===== config.mk =====
export PLATFORM = sky130hd
export DESIGN_NAME = mgmt_phy_link_trainer
export DESIGN_NICKNAME = d
export VERILOG_FILES = /design/src/rtl/mgmt_phy_link_trainer.sv
export SDC_FILE = /design/constraint.sdc
export NUM_CORES = 1
export LEC_CHECK = 0
export CAP_MARGIN = 25
export CORE_MARGIN = 2
export CORE_UTILIZATION = 55
export CTS_BUF_LIST = sky130_fd_sc_hd__clkbuf_8 sky130_fd_sc_hd__clkbuf_16
export DETAILED_ROUTE_END_ITERATION = 8
export PLACE_DENSITY = 0.84
export SLEW_MARGIN = 20
export SYNTH_ARGS = -nofsm -noshare
export SYNTH_HDL_FRONTEND = slang
export SYNTH_SLANG_ARGS = --single-unit

===== constraint.sdc =====
create_clock -name clk -period 3.7 [get_ports clk]
set_clock_uncertainty 0.05 [all_clocks]
set_input_delay 0.925 -clock clk [delete_from_list [all_inputs] [get_ports clk]]
set_output_delay 0.925 -clock clk [all_outputs]
set_load 0.02 [all_outputs]

===== src/rtl/mgmt_phy_link_trainer.sv =====
// Controller-side LTPI PHY link-training FSM: hunt/detect/speed/advertise/config/operational with retry limit.
// Optional: define LINK_TRAINER_STATS_EN to add saturating lost_total / retrain_total counters.
module mgmt_phy_link_trainer #(
  parameter int unsigned CLK_KHZ     = 60000,
  parameter int unsigned FRAME_LEN   = 15,
  parameter int unsigned OFS_W       = 4,
  parameter int unsigned ADV_MS      = 1,
  parameter int unsigned SPEED_TO_MS = 10,
  parameter int unsigned HUNT_TO_MS  = 100,
  parameter int unsigned MAX_RETRIES = 8
) (
  input  logic             clk,
  input  logic             reset,
  input  logic [OFS_W-1:0] tx_frm_offset,
  input  logic             aligned,
  input  logic             frame_crc_err,
  input  logic             crc_consec_loss,
  input  logic             unexpected_frame_error,
  input  logic             detect_locked,
  input  logic             detect_tx_done,
  input  logic             remote_speed_st,
  input  logic             speed_tx_done,
  input  logic             advertise_locked,
  input  logic             auto_move_config,
  input  logic             trigger_config,
  input  logic             cfg_timeout,
  input  logic             accept_rcv,
  input  logic             op_frm_lost,
  input  logic             sw_reset_local,
  input  logic             sw_reset_remote,
  input  logic             retrain_req,
  input  logic             pll_done,
  output logic             pll_reconfig,
  output logic             pll_target_op,
  output logic [3:0]       link_state,
  output logic [7:0]       retry_cnt,
  output logic             link_fail
`ifdef LINK_TRAINER_STATS_EN
  ,
  output logic [15:0]      lost_total,
  output logic [15:0]      retrain_total
`endif
);

  typedef enum logic [3:0] {
    S_INIT      = 4'd0,
    S_HUNT      = 4'd1,
    S_DETECT    = 4'd2,
    S_SPEED     = 4'd3,
    S_SPEED_CHG = 4'd4,
    S_ADV       = 4'd5,
    S_WAIT_ADV  = 4'd6,
    S_CONFIG    = 4'd7,
    S_OPER      = 4'd8,
    S_OP_RST    = 4'd9,
    S_LOST      = 4'd10,
    S_FAIL      = 4'd11
  } state_t;

  localparam int unsigned TMR_W     = $clog2(HUNT_TO_MS * CLK_KHZ);
  localparam int unsigned ADV_CYC   = ADV_MS * CLK_KHZ;
  localparam int unsigned SPEED_CYC = SPEED_TO_MS * CLK_KHZ;
  localparam int unsigned HUNT_CYC  = HUNT_TO_MS * CLK_KHZ;
  localparam logic [TMR_W-1:0] ADV_LIM   = TMR_W'(ADV_CYC - 1);
  localparam logic [TMR_W-1:0] SPEED_LIM = TMR_W'(SPEED_CYC - 1);
  localparam logic [TMR_W-1:0] HUNT_LIM  = TMR_W'(HUNT_CYC - 1);
  localparam logic [7:0]       RETRY_MAX = 8'(MAX_RETRIES);
  localparam logic [OFS_W-1:0] FRM_LAST  = OFS_W'(FRAME_LEN);

  state_t           r_state;
  logic [3:0]       r_link_state;
  logic             r_op_flag;
  logic [TMR_W-1:0] r_timer;
  logic             r_pll_reconfig;
  logic             r_pll_target_op;
  logic [7:0]       r_retry;
  logic             r_link_fail;

  state_t           w_next;
  logic             w_op_next;
  logic             w_err;
  logic             w_fb;
  logic [TMR_W-1:0] w_lim;
  logic             w_tmo;
  logic             w_cnt_en;
  logic [7:0]       w_retry_inc;

  assign w_err       = crc_consec_loss | (unexpected_frame_error & ~frame_crc_err);
  assign w_fb        = (tx_frm_offset == FRM_LAST);
  assign w_retry_inc = (r_retry == 8'hFF) ? r_retry : r_retry + 8'd1;

  // One shared timer; its terminal count depends on which state is using it.
  always_comb begin
    w_lim    = HUNT_LIM;
    w_cnt_en = 1'b0;
    case (r_state)
      S_ADV:   begin w_lim = ADV_LIM;   w_cnt_en = 1'b1;      end
      S_SPEED: begin w_lim = SPEED_LIM; w_cnt_en = 1'b1;      end
      S_HUNT:  begin w_lim = HUNT_LIM;  w_cnt_en = r_op_flag; end
      default: begin w_lim = HUNT_LIM;  w_cnt_en = 1'b0;      end
    endcase
  end

  assign w_tmo = (r_timer == w_lim);

  always_comb begin
    w_next = r_state;
    case (r_state)
      S_INIT:      if (pll_done) w_next = S_HUNT;
      S_HUNT: begin
        if (aligned)                 w_next = r_op_flag ? S_ADV : S_DETECT;
        else if (r_op_flag && w_tmo) w_next = S_LOST;
      end
      S_DETECT: begin
        if (w_err) w_next = S_LOST;
        else if (((detect_locked && detect_tx_done) || remote_speed_st) && w_fb) w_next = S_SPEED;
      end
      S_SPEED: begin
        if (w_err || w_tmo)             w_next = S_LOST;
        else if (speed_tx_done && w_fb) w_next = S_SPEED_CHG;
      end
      S_SPEED_CHG: if (pll_done) w_next = S_HUNT;
      S_ADV: begin
        if (w_err) w_next = S_LOST;
        else if (w_tmo) begin
          if (!advertise_locked)      w_next = S_LOST;
          else if (!auto_move_config) w_next = S_WAIT_ADV;
          else if (w_fb)              w_next = S_CONFIG;
        end
      end
      S_WAIT_ADV: begin
        if (w_err)                       w_next = S_LOST;
        else if (trigger_config && w_fb) w_next = S_CONFIG;
      end
      S_CONFIG: begin
        if (w_err)                    w_next = S_LOST;
        else if (cfg_timeout && w_fb) w_next = S_ADV;
        else if (accept_rcv && w_fb)  w_next = S_OPER;
      end
      S_OPER: begin
        if (w_err)                                  w_next = S_LOST;
        else if (sw_reset_local || sw_reset_remote) w_next = S_OP_RST;
        else if (retrain_req)                       w_next = S_INIT;
        else if (op_frm_lost)                       w_next = S_LOST;
      end
      S_OP_RST:    if (w_fb) w_next = S_ADV;
      S_LOST:      w_next = (w_retry_inc == RETRY_MAX) ? S_FAIL : S_INIT;
      S_FAIL:      if (retrain_req) w_next = S_INIT;
      default:     w_next = S_INIT;
    endcase
  end

  // Every path into INIT (reset, LOST, FAIL, retrain) implies base speed, so op_flag is 0 there.
  always_comb begin
    w_op_next = r_op_flag;
    if (w_next == S_SPEED_CHG)                   w_op_next = 1'b1;
    else if (w_next == S_INIT || r_state == S_LOST) w_op_next = 1'b0;
  end

  always_ff @(posedge clk) begin
    if (reset) begin
      r_state         <= S_INIT;
      r_link_state    <= '0;
      r_op_flag       <= 1'b0;
      r_timer         <= '0;
      r_pll_reconfig  <= 1'b0;
      r_pll_target_op <= 1'b0;
      r_retry         <= '0;
      r_link_fail     <= 1'b0;
    end else begin
      r_state      <= w_next;
      r_link_state <= r_state;
      r_op_flag    <= w_op_next;
      if (w_next != r_state)     r_timer <= '0;
      else if (w_cnt_en && !w_tmo) r_timer <= r_timer + 1'b1;
      r_pll_reconfig <= (w_next == S_INIT) || (w_next == S_SPEED_CHG);
      if (w_next == S_SPEED_CHG) r_pll_target_op <= 1'b1;
      else if (w_next == S_INIT) r_pll_target_op <= w_op_next;
      r_link_fail <= (w_next == S_FAIL);
      if (r_state == S_LOST) r_retry <= w_retry_inc;
      else if ((r_state == S_CONFIG && w_next == S_OPER) ||
               (r_state == S_FAIL && w_next == S_INIT)) r_retry <= '0;
    end
  end

`ifdef LINK_TRAINER_STATS_EN
  logic [15:0] r_lost_total;
  logic [15:0] r_retrain_total;

  always_ff @(posedge clk) begin
    if (reset) begin
      r_lost_total    <= '0;
      r_retrain_total <= '0;
    end else begin
      if (w_next == S_LOST && r_state != S_LOST && r_lost_total != '1)
        r_lost_total <= r_lost_total + 16'd1;
      if (r_state == S_OPER && w_next == S_INIT && r_retrain_total != '1)
        r_retrain_total <= r_retrain_total + 16'd1;
    end
  end

  assign lost_total    = r_lost_total;
  assign retrain_total = r_retrain_total;
`endif

  assign pll_reconfig  = r_pll_reconfig;
  assign pll_target_op = r_pll_target_op;
  assign link_state    = r_link_state;
  assign retry_cnt     = r_retry;
  assign link_fail     = r_link_fail;

endmodule


### After elaboration in Yosys (flattened, before gate mapping)

Index checks and enable logic that the tools add are counted.
W data, S select, Z words.

| storage, ports and cells | value |
|---|---|
| output and inout bits | 15 |
| register bits | 43 |
| word-level logic and storage cells | 91 |
| input bits | 24 |

| cells by class | value |
|---|---|
| equality and inequality tests | 19 |
| reductions and logical operators | 24 |
| multiplexer cells | 35 |
| add/subtract/negate cells | 2 |
| bitwise logic cells | 3 |

Operators with widths:

| operator | count |
|---|---|
| $mux W4 | 24 |
| $pmux W23 S2 | 1 |
| $pmux W4 S11 | 1 |
| $eq A4 B4 Y1 const B | 7 |
| $mux W8 | 3 |
| $add A23 B1 Y23 const B | 1 |
| $eq A23 B23 Y1 | 1 |
| $eq A4 B3 Y1 const B | 5 |
| $logic_and A1 B1 Y1 | 10 |
| $add A8 B1 Y8 const B | 1 |
| $eq A4 B2 Y1 const B | 2 |
| $eq A8 B4 Y1 const B | 1 |
| $eq A8 B8 Y1 const B | 1 |
| $logic_not A4 Y1 | 2 |
| $logic_or A1 B1 Y1 | 6 |
| $reduce_or A2 Y1 | 3 |
| $eq A4 B1 Y1 const B | 1 |
| $mux W1 | 4 |
| $ne A4 B4 Y1 | 1 |
| $reduce_bool A2 Y1 | 2 |
| $mux W3 | 1 |
| $pmux W1 S2 | 1 |
| $and A1 B1 Y1 | 1 |
| $logic_not A1 Y1 | 1 |
| other kinds (2) | 2 |

### Longest topological paths before layout

| depth | value |
|---|---|
| word-level depth | 13 |
| mapped depth | 11 |
| depth with buffers taken out | 9 |

### Worst setup path before layout

OpenSTA, ideal clock, no wires.

| timing | value |
|---|---|
| path kind | flip-flop to flip-flop |
| start point | register r_retry[1], in the netlist retry_cnt[1] |
| end point | register r_timer[0] |
| path slack | 512 ps |
| period minus slack after synthesis | 3188 ps |
| stages on the path, launching flop included | 12 |
| data required time | 3577 ps |
| setup time | 73 ps |
| path buffers | 2 |
| data arrival time | 3065 ps |
| cell sequence | dfxtp_1 ha_1 clkbuf_1 xor2_1 or4b_2 a2111oi_0 a21oi_1 nor4b_4 xnor2_1 a2111o_1 buf_6 nor3_2 |

| between the ends | value |
|---|---|
| cells in the longest elaborated chain, start to end | 7 |
| elaborated cells on any way between the ends | 8 |
| classes of those cells | 1 x add/sub; 3 x eq/ne; 3 x mux; 1 x reduce/logical |

RTL lines:

| element | RTL line | source |
|---|---|---|
| start: declaration | 76 | `logic [7:0] r_retry;` |
| start signal: assignment | 180 | `if (r_state == S_LOST) r_retry <= w_retry_inc;` |
| $add A8 B1 Y8 / $eq A8 B8 Y1 (equally long branches) | 90 | `assign w_retry_inc = (r_retry == 8'hFF) ? r_retry : r_retry + 8'd1;` |
| $mux W8 (*) | 90 |  |
| $eq A8 B4 Y1 (*) | 147 | `S_LOST: w_next = (w_retry_inc == RETRY_MAX) ? S_FAIL : S_INIT;` |
| $mux W4 (*) | 147 |  |
| $pmux W4 S11 (*) | 108 | `case (r_state)` |
| $ne A4 B4 Y1 (*) | 174 | `if (w_next != r_state) r_timer <= '0;` |
| $reduce_or A2 Y1 (no source line) (*) | n/a |  |
| end signal: assignment | 175 | `else if (w_cnt_en && !w_tmo) r_timer <= r_timer + 1'b1;` |
| end: declaration | 73 | `logic [TMR_W-1:0] r_timer;` |

Mark *: on every way between the ends. The rest lies on a longest branch, timed or not.
A chain may end at the register's enable or synchronous reset.

### Worst setup path after layout

| timing | value |
|---|---|
| start point | register r_retry[1], in the netlist retry_cnt[1] |
| end point | register r_timer[15] |

Same word-level chain as after synthesis.

==> flow_summary.toml <==
[run_status]
status = "completed"

[synthesis]
synth_flop_cell = "dfxtp_1"
synthTopCellsByArea = "dfxtp_1, nor3_2, xnor2_1, nand2_1, nor2_1"
yosys.area.top_type = "dfxtp_1"
synthAdderAreaFrac_pct = 0.8853
async_reset_ff_share_pct = 0
synth.top_cell.area_share_pct = 30.46
yosys.area_share.simple_pct = 37.18
synth_top_family_by_area = "simple AND/OR/NAND/NOR gates"
synth_area_um2 = 2826
ys_seq_area_share_pct = 30.46
synth-seq-cells = 43
ys_types = 66
syn_area_per_cell_um2 = 8.338
muxShareOfSynthArea_pct = 0.7083
synthTopCellsByCount = "dfxtp_1, nand2_1, nor2_1"
synth.most_common_cell = "dfxtp_1"
synth-xor-area-share_pct = 8.676
syn_nets = 365
yosys_warnings = 0
synthCells = 339
synth_edf_count = 0
synth_compound_area_share_pct = 17.18

[route]
top_layer = "met4"
drtIter0Drc = 234
drc_errors = 0
dr_wl_met3_um = 367
wl_met2_mm = 3.463
wire_per_inst_um = 15.62
vias_per_cell = 6.097
firstDrtPassIters = 5
route.vias.total = 2707
wl_met1_mm = 2.956
ant_nets = 0
wirelength_mm = 6.934

[setup_path]
worstPathRequired_ns = 3.87
cp-start-kind = "flop"
crit_slowest_cell = "or4b_2"
critPathMaxStageDelay_ns = 0.60
crit_path_end_kind = "flop"
arrival_ns = 3.60
critPathKind = "flop to flop"
critPathMaxFanout = 23
cp_cell_sequence = "ha_1, xor2_1, or4b_2, a2111oi_0, a21oi_1, nor4b_4, xnor2_1, a2111o_1, buf_12, nor3_1"

[timing]
hold_viol = 0
fmax_ghz = 0.2914
tightest_slew_ns = 0.6562
rsz0062_at_grt = "no"
slew-limit-headroom_pct = 56.20
min_period_over_period_pct = 92.75
finalSetupTns_ns = 0
finalCriticalPeriod_ns = 3.432
finalSetupViolations = 0
final_max_slew_viol_count = 0

[grt]
grt_pass1_wl_mm = 11.39
grt_antenna_before_repair = 0
track_usage_pct = 25.61
grt_pass1_vias = 2432
grt_overflow_total = 0
grt_max_degree = 24

[cts]
clk_pin_slew_ns = 0.09
post_cts_buffers = 0
cts_max_path_buffers = 2
insertion_delay_ns = 0.31
cts_hold_repair.buffers = 0
cts_tree = "done"
numCtsBuffers = 5
cts_resized = 0
cts-root-buf = "clkbuf_8"
h-tree-depth = 2
cts_sinks = 43

[layout]
drive_gt1_share_pct = 13.64
area_growth_pct = 20.23
antenna_cells = 0
fin_util_pct = 67.39
nets = 399

[placement]
portBuffers = 38
gp_congestion = 0.9341
hpwl_mm = 4.945

[min_path]
min_path_type = "flop to flop"

[pwr]
p_leak_uw = 0.001103
powerDensity_nw_per_um2 = 516.9
peakVddDrop_v = 0.0005276
clockPowerShare_pct = 21.4
power.switching_uw = 736.2
p_seq_share_pct = 30.5
comb_power_share_pct = 48.1
swShare_pct = 41.91
intPower_uw = 1020

[floorplanning]
coreArea_um2 = 5042
pin_count = 39
die_x_um = 75.69
fp.dieArea_um2 = 5728
fp.dieH_um = 75.69
initial_core_util_pct = 56.05
rows = 26

[run]
cap_violations = 0
==> registers in the layout, indices dropped and copies added, names as in the netlist <==
name and cells:
retry_cnt 8, r_timer 23, pll_target_op 1, r_state 4, r_op_flag 1, pll_reconfig 1, link_fail 1, link_state 4
==> cells in the final DEF (no fill, tap or decap), types with 8 or more instances in the layout <==
cell type	synthesis	layout
buf_4	0	8
nor3_2	21	21
nand3_1	15	15
xor2_1	11	11
clkdlybuf4s50_1	0	38
dfxtp_1	43	43
a21oi_1	16	16
nor2_1	28	28
nor3_1	13	13
xnor2_1	17	16
nand4_1	13	13
nand2_1	28	28
o21ai_0	10	10
==> area by class of cell <==
type                       instances  area (um^2)
clock buffer                       5        68.82
clock inverter                     3        43.79
sequential                        43        860.8
multi-input combinational        269         1834
tap                               70        87.58
timing repair buffer              48        480.5
fill                             433         1644
inverter                           6        22.52
==> stage by stage <==
step / hold slack, ns / std cells / area, um^2 / total power, uW / setup WS (ns)
after floorplan: 0.4350 / 339 / 2826 / 1121 / 0.5122
after detailed placement: 0.4227 / 436 / 3286 / 1380 / 0.09933
after global placement: 0.4108 / 436 / 3286 / 1366 / 0.1449
final: 0.4290 / 444 / 3398 / 1756 / 0.2681
after global routing: 0.4674 / 444 / 3398 / 1838 / 0.1050
after CTS: 0.4344 / 444 / 3398 / 1754 / 0.3212
==> path summary, 6_finish.rpt <==
kind,slack [ns],endpoint,from,cells past startpoint
hold / removal,0.43,pll_target_op,pll_target_op,2
hold reg to reg,0.43,pll_target_op,pll_target_op,2
setup reg to reg,0.27,r_timer[15],retry_cnt[1],10
setup / recovery,0.27,r_timer[15],retry_cnt[1],10
==> critical path: cells and delay by family, from the launching register on <==
kind	cells	cell delay (ns)
AOI/OAI and AO/OA	3	0.99
and+or+nand+nor	3	1.00
DFF	1	0.49
xor gates and xnor gates	2	0.24
buffers and inverters	1	0.18
adders and majority gates	1	0.38
==> power groups by stage <==
| stage | clock [uW] | combinational (uW) | sequential (uW) |
|---|---|---|---|
| final | 376 | 846 | 535 |
| after global routing | 391 | 909 | 538 |
| after CTS | 380 | 841 | 533 |
| after detailed placement | 0 | 837 | 543 |
| after global placement | 0 | 824 | 543 |
| after floorplan | 0 | 599 | 522 |
==> logic make-up after synthesis <==
family	Yosys count
simple gates	169
compound gates	68
flops	43
xor+xnor	28
buf+inv	27
mux	2
fa+ha+maj	2
==> routing by layer <==
metal | vias up | track usage (%)
met5 | - | 0
met4 | 0 | 8.382
met3 | 18 | 4.894
met2 | 112 | 43.57
met1 | 1255 | 32.66
li1 | 1322 | -
No activity file was read; power rests on OpenSTA's default activity.
